`src/rtl/menu_nav_ctrl_if.sv`:
```
// menu_nav_ctrl_if: raw board buttons in, menu state and button pulses out
interface menu_nav_ctrl_if;
  logic btnL, btnR, btnC;
  logic [3:0] state;
  logic [1:0] app_id;
  logic pulse_l, pulse_r, pulse_c;
  modport master(output btnL, btnR, btnC, input state, app_id, pulse_l, pulse_r, pulse_c);
  modport slave(input btnL, btnR, btnC, output state, app_id, pulse_l, pulse_r, pulse_c);
endinterface

```
`src/rtl/menu_nav_ctrl.sv`:
```
// menu_nav_ctrl: debounces the board buttons and navigates between menu items and the launched app
module menu_nav_ctrl #(
  parameter int DEBOUNCE_CYCLES = 1000000,
  parameter int LONG_PRESS_CYCLES = 100000000
) (
  input logic CLK,
  input logic RESETN,
  menu_nav_ctrl_if.slave nav
);
  localparam int DW = $clog2(DEBOUNCE_CYCLES);
  localparam int LW = $clog2(LONG_PRESS_CYCLES);
  typedef enum logic [3:0] {APP = 4'd0, OLED_A = 4'd1, OLED_B = 4'd2, AVI = 4'd3} navState_t;
  logic rstMeta, rstN;
  logic [2:0] raw, sync1, sync2, lvl, lvlD, pulse;
  logic [2:0][DW-1:0] dbCnt;
  navState_t st, stNext;
  logic [1:0] app, appNext;
  logic arm, armNext;
  logic [LW-1:0] lc, lcNext;
  assign raw = {nav.btnL, nav.btnR, nav.btnC};
  // reset asserts immediately but is released on a clock edge
  always_ff @(posedge CLK or negedge RESETN)
    if (!RESETN) {rstN, rstMeta} <= 2'b00;
    else {rstN, rstMeta} <= {rstMeta, 1'b1};
  always_ff @(posedge CLK or negedge rstN) begin
    if (!rstN) begin
      sync1 <= '0;
      sync2 <= '0;
      lvl <= '0;
      lvlD <= '0;
      pulse <= '0;
      dbCnt <= '0;
    end else begin
      sync1 <= raw;
      sync2 <= sync1;
      lvlD <= lvl;
      pulse <= lvl & ~lvlD;
      for (int i = 0; i < 3; i++)
        if (sync2[i] == lvl[i]) dbCnt[i] <= '0;
        else if (dbCnt[i] == DW'(DEBOUNCE_CYCLES - 1)) begin
          lvl[i] <= sync2[i];
          dbCnt[i] <= '0;
        end else dbCnt[i] <= dbCnt[i] + 1'b1;
    end
  end
  always_ff @(posedge CLK or negedge rstN) begin
    if (!rstN) begin
      st <= OLED_A;
      app <= '0;
      arm <= 1'b0;
      lc <= '0;
    end else begin
      st <= stNext;
      app <= appNext;
      arm <= armNext;
      lc <= lcNext;
    end
  end
  // pulse bits: [2]=left, [1]=right, [0]=centre
  always_comb begin
    stNext = st;
    appNext = app;
    armNext = arm;
    lcNext = lc;
    if (st != APP) begin
      if (pulse[0]) begin
        appNext = st[1:0];
        stNext = APP;
        armNext = 1'b0;
      end else if (pulse[2] && !pulse[1]) stNext = st == OLED_A ? AVI : navState_t'(st - 4'd1);
      else if (pulse[1] && !pulse[2]) stNext = st == AVI ? OLED_A : navState_t'(st + 4'd1);
    end else if (pulse[0]) begin
      armNext = 1'b1;
      lcNext = '0;
    end else if (arm && lvl[0]) begin
      if (lc == LW'(LONG_PRESS_CYCLES - 1)) begin
        stNext = navState_t'({2'b00, app});
        armNext = 1'b0;
        lcNext = '0;
      end else lcNext = lc + 1'b1;
    end else if (arm) begin
      armNext = 1'b0;
      lcNext = '0;
    end
  end
  assign nav.state = st;
  assign nav.app_id = app;
  assign {nav.pulse_l, nav.pulse_r, nav.pulse_c} = pulse;
endmodule

```
`src/flat_wrapper.sv`:
```
// flat-port wrapper written by rule: the top's interface ports become plain ports
module menu_nav_ctrl_flat 
#(
  parameter int DEBOUNCE_CYCLES = 1000000,
  parameter int LONG_PRESS_CYCLES = 100000000
)
  (CLK, RESETN, nav_btnL, nav_btnR, nav_btnC, nav_state, nav_app_id, nav_pulse_l, nav_pulse_r, nav_pulse_c);
  menu_nav_ctrl_if nav_i ();
  input logic CLK;
  input logic RESETN;
  input wire logic [$bits(nav_i.btnL)-1:0] nav_btnL;
  input wire logic [$bits(nav_i.btnR)-1:0] nav_btnR;
  input wire logic [$bits(nav_i.btnC)-1:0] nav_btnC;
  output wire logic [$bits(nav_i.state)-1:0] nav_state;
  output wire logic [$bits(nav_i.app_id)-1:0] nav_app_id;
  output wire logic [$bits(nav_i.pulse_l)-1:0] nav_pulse_l;
  output wire logic [$bits(nav_i.pulse_r)-1:0] nav_pulse_r;
  output wire logic [$bits(nav_i.pulse_c)-1:0] nav_pulse_c;
  assign nav_i.btnL = nav_btnL;
  assign nav_i.btnR = nav_btnR;
  assign nav_i.btnC = nav_btnC;
  assign nav_state = nav_i.state;
  assign nav_app_id = nav_i.app_id;
  assign nav_pulse_l = nav_i.pulse_l;
  assign nav_pulse_r = nav_i.pulse_r;
  assign nav_pulse_c = nav_i.pulse_c;
  menu_nav_ctrl #(.DEBOUNCE_CYCLES(DEBOUNCE_CYCLES), .LONG_PRESS_CYCLES(LONG_PRESS_CYCLES)) u_core (.CLK(CLK), .RESETN(RESETN), .nav(nav_i));
endmodule
```
`config.mk`:
```
export PLATFORM = sky130hd
export DESIGN_NAME = menu_nav_ctrl_flat
export DESIGN_NICKNAME = d
export VERILOG_FILES = /design/src/rtl/menu_nav_ctrl_if.sv /design/src/rtl/menu_nav_ctrl.sv /design/src/flat_wrapper.sv
export SDC_FILE = /design/constraint.sdc
export NUM_CORES = 1
export LEC_CHECK = 0
export ABC_CLOCK_PERIOD_IN_PS = 5080
export CORE_MARGIN = 2
export CORE_UTILIZATION = 40
export CTS_BUF_LIST = sky130_fd_sc_hd__clkbuf_2
export DETAILED_ROUTE_END_ITERATION = 10
export HOLD_SLACK_MARGIN = 0.08
export RECOVER_POWER = 50
export SYNTH_ARGS = -nofsm -noshare
export SYNTH_HDL_FRONTEND = slang
export SYNTH_SLANG_ARGS = --single-unit
```
`constraint.sdc`:
```
create_clock -name CLK -period 5.08 [get_ports CLK]
set_clock_uncertainty 0.1 [all_clocks]
set_input_delay 1.016 -clock CLK [delete_from_list [all_inputs] [get_ports CLK]]
set_output_delay 1.016 -clock CLK [all_outputs]
set_load 0.05 [all_outputs]
```
# Yosys cells after proc, flatten, opt, wreduce, memory -nomap -nowiden
# Cells that the tools add are included.
[op_classes]
n_addsub = 6
eq_ne = 13
n_mux = 24
bitwise = 6
reduce_logical = 16
[ops]
columns = ["op", "count"]
rows = [
  ["20-bit 2-to-1 mux", 6],
  ["27-bit 2-to-1 mux", 4],
  ["20-bit by 1-bit adder with 20-bit output, second input constant", 3],
  ["20-bit == test, second input constant", 3],
  ["4-bit 2-to-1 mux", 9],
  ["27-bit by 1-bit adder with 27-bit output, second input constant", 1],
  ["27-bit == test, second input constant", 1],
  ["2-bit AND reduction", 6],
  ["1-bit 2-to-1 mux", 5],
  ["4-bit by 1-bit adder with 4-bit output, second input constant", 1],
  ["4-bit by 1-bit == test with 1-bit output, second input constant", 1],
  ["4-bit by 2-bit == test with 1-bit output, second input constant", 1],
  ["4-bit by 3-bit != test with 1-bit output, second input constant", 1],
  ["1-bit NOT", 4],
  ["4-bit AND reduction", 1],
  ["2-bit nonzero test", 2],
  ["4-bit nonzero test", 1],
  ["4-bit by 1-bit subtractor with 4-bit output, second input constant", 1],
  ["3-bit bitwise AND", 1],
  ["1-bit == test", 3],
  ["1-bit logical AND", 3],
  ["3-bit by 2-bit != test with 1-bit output, second input constant", 1],
  ["3-bit NOT", 1],
  ["3-bit nonzero test", 1],
  ["3 further kinds", 4],
]
[totals]
regBits = 111
output_inout_bits = 9
wordCells = 81

# Longest topological paths before layout
[depth]
depth_word = 6
ltp_mapped = 8
depth_no_buf = 7

# Worst setup path after synthesis
# Ideal clock, no wire load.
[synth_timing]
kind = "register to register"
start = "register u_core.st[0] (netlist: u_core.nav.state[0])"
end = "register u_core.lc[4]"
arrival_time_ps = 2174
required_ps = 4854
setup_slack_ps = 2680
stages_incl_launch_ff = 9
n_path_buf = 2
cell_sequence = "dfstp_2 > inv_1 > ha_1 > nor3b_4 > buf_2 > o21ai_1 > clkbuf_1 > nand3b_1 > o21ai_0"
[synth_between]
elab_chain_cells = 3
[synth_lines]
columns = ["element", "line", "text"]
rows = [
  ["from (decl)", "menu_nav_ctrl.sv:16", "navState_t st, stNext;"],
  ["from (signal assigned)", "menu_nav_ctrl.sv:53", "st <= stNext;"],
  ["4-bit nonzero test", "menu_nav_ctrl.sv:65", "if (st != APP) begin"],
  ["1-bit NOT (no line)", "--", ""],
  ["2-bit AND reduction (no line)", "--", ""],
  ["to (signal assigned)", "menu_nav_ctrl.sv:56", "lc <= lcNext;"],
  ["to (decl)", "menu_nav_ctrl.sv:19", "logic [LW-1:0] lc, lcNext;"],
]
# No other way between the ends.
# A chain may end at the register's enable or synchronous reset.

# Worst setup path in the final report
[layout_timing]
start = "register u_core.st[0] (netlist: u_core.nav.state[0])"
end = "register u_core.lc[20]"
# Same word-level chain as after synthesis.

==> qor.txt <==
antenna-violating nets left: 0
CP Class: register to register
dominant cell type by area after synthesis: dfrtp_1
maximum vdd drop: 0.0001689 V
top_reg_cell synth: dfrtp_1
Worst path slowest cell: nor3b_1
Worst setup EP type: register
fin crit share: 0.6979
setup tns final: 0 ns
post-CTS sizing: 0
Hold Violations, Final: 0
Buf+Inv Stages, Crit Path: 1
final net count: 590
Synth Register Bits: 111
Power Dens Cells: 242.5 mW/mm^2
placed cells: 741
Die W: 121.2 um
Root Buffer: clkbuf_2
CTS H-Tree Depth: 3
delay of the slowest critical-path stage: 1.01 ns
Overall Global Routing Usage: 0.1556
Slew @ Worst Pin: 1.706 ns
WL per Instance: 13.58 um
DIE AREA: 0.01468 sq mm
Mapped Area: 0.005490 sq mm
Post-synth EDFFs: 0
final max-slew violation count: 112
status: finished with violations
final WL: 10,300 um
most common cell after layout, fill and taps aside: dfrtp_1
reg-to-reg setup timing slack: 1.53 ns
pin count of the biggest net entering global routing: 69
Area contributors post-synth: dfrtp_1, xnor2_1, nor2_1
Hold Buf Count CTS: 0
Rel. slew slack: -0.1374
share of post-route cells with drive strength above 1: 0.05508
Startpoint Class: register
commonest non-fill, non-tap cells in the layout: dfrtp_1, nor2_1, xnor2_1, nand2_1, nand3_1
initial antenna violation count: 1
Rows: 42
Post-Syn Nets: 581
hold crit path type: register to register
delay-heaviest family, CP: simple AND/OR/NAND/NOR gates
crit path cell chain: inv_1, ha_1, nor3b_1, o21ai_1, nor2_4, nor2_1
Max Cap Viol: 2
first-pass GRT wire length: 18,150 um
share of flip-flops with an asynchronous set or reset: 1.000
grt ovf: 0
clk_lat worst skew: 0.66 ns
setup bufs post-CTS: 0
Vias: 3,904
Arr. time, crit path: 3.99 ns
first-iteration detailed-routing DRC count: 260
vias in the first global route: 3,786
final non-filler cell total: 758
Synth Instances: 567
detailed placement HPWL: 6917 um
Syn. warnings: 0
TritonCTS Buffers: 9
# DRC: 0
Vias/cell: 5.150
Synth Area per Inst: 9.683 sq um
Netlist cell types: 52
I/O pins: 14
final setup vio count: 0
crit-path max FO: 18
Clock Tree Buf Depth: 2
worst endpoint required time: 5.52 ns
Core ar.: 0.01335 sq mm
IO buf count: 13
RSZ-0062 raised after global routing: false
Final min period: 3.545 ns
Layout area overhead: 7.498%
Clock Pin Slew Worst Setup and Hold Paths: 0.32 ns
chip height: 121.2 um
clock sink total: 111
Max Freq: 282.1 MHz
sequential area share after synthesis: 0.5062
CTS tree: yes
failing checks: max-capacitance violations, max-slew violations
Leak: 2.430 nW
GPL Wtd Cong: 0.8448
initial core utilization: 0.4113
Pre-antenna DRT Iters: 4
post-synth top area share: 0.5014
## flip-flops by register name (all words and copies together), names as in the netlist
signal             count
u_core.arm             1
u_core.nav.app_id      2
u_core.rstN            1
u_core.dbCnt          60
u_core.nav.state       4
u_core.lvlD            3
u_core.rstMeta         1
u_core.sync2           3
u_core.lvl             3
u_core.sync1           3
u_core.lc             27
u_core.pulse           3
## per-stage QoR
| step | util | total power (W) | hold WS (ns) | setup slack [ns] | area (sq um) |
|---|---|---|---|---|---|
| final | 0.4422 | 0.001431 | 0.2973 | 1.535 | 5902 |
| after global routing | 0.4422 | 0.001500 | 0.2816 | 1.192 | 5902 |
| after CTS | 0.4433 | 0.001456 | 0.2554 | 1.753 | 5917 |
| after detailed placement | 0.4319 | 0.0009580 | 0.2396 | 2.446 | 5766 |
| after global placement | 0.4319 | 0.0009561 | 0.2332 | 2.546 | 5766 |
| after floorplan | - | 0.0009444 | 0.2312 | 1.661 | 5490 |
## power breakdown
part	internal (W)	leakage, nW	total (W)	switching (W)
Clock	0.000176	0.0881	0.000490	0.000315
Combinational	0.00000925	0.820	0.0000323	0.0000231
Sequential	0.000896	1.52	0.000909	0.0000131
Total	0.00108	2.43	0.00143	0.000351
## layout make-up
class / count / area, sq um
flip-flops and latches: 111 / 2779
clock buffers: 10 / 50.05
multi-input cells: 422 / 2546
inverters: 18 / 67.56
well taps: 176 / 220.2
clock inverters: 6 / 101.3
diodes: 1 / 2.502
repair buffers: 14 / 135.1
fillers: 1311 / 7446
## routing by layer
| layer | wire length (um) | track usage | vias up |
|---|---|---|---|
| met5 | 0 | 0 | - |
| met4 | 114 | 0.04023 | 0 |
| met3 | 351 | 0.05592 | 6 |
| met2 | 4786 | 0.2402 | 54 |
| met1 | 5043 | 0.2088 | 1892 |
| li1 | - | - | 1952 |
## cell usage after synthesis, types with 4 or more instances
library cell and number:
a21oi_1 8, mux2i_1 4, and3_1 10, inv_1 18
nor4b_1 4, dfrtp_1 110, xor2_1 27, nor4_1 20
nand3b_1 4, buf_2 12, xnor2_1 47, nand3_1 39
o21ai_0 13, nor3b_1 5, ha_1 9, nand4_1 17
nand2_1 47, nor3_1 12, and4_1 7, nor2b_1 9
nor2_1 103
## cell families after synthesis
kind of cell,share of synthesized area
fa+ha+maj,0.02051
xor+xnor,0.1180
compound gates,0.03828
simple gates,0.2748
other cells,0.0006830
buf+inv,0.02803
flops,0.5062
mux,0.01345
## final timing paths
kind / start / end / depth (start not counted)
hold / removal: u_core.sync1[1] / u_core.sync2[1] / 0
hold reg to reg: u_core.sync1[1] / u_core.sync2[1] / 0
max in group asynchronous: u_core.rstN / u_core.dbCnt[58] / 1
setup reg to reg: u_core.nav.state[0] / u_core.lc[20] / 6
setup / recovery: u_core.nav.state[0] / u_core.lc[20] / 6
min in group asynchronous: RESETN / u_core.rstMeta / 1
(Power assumes the default switching activity.)
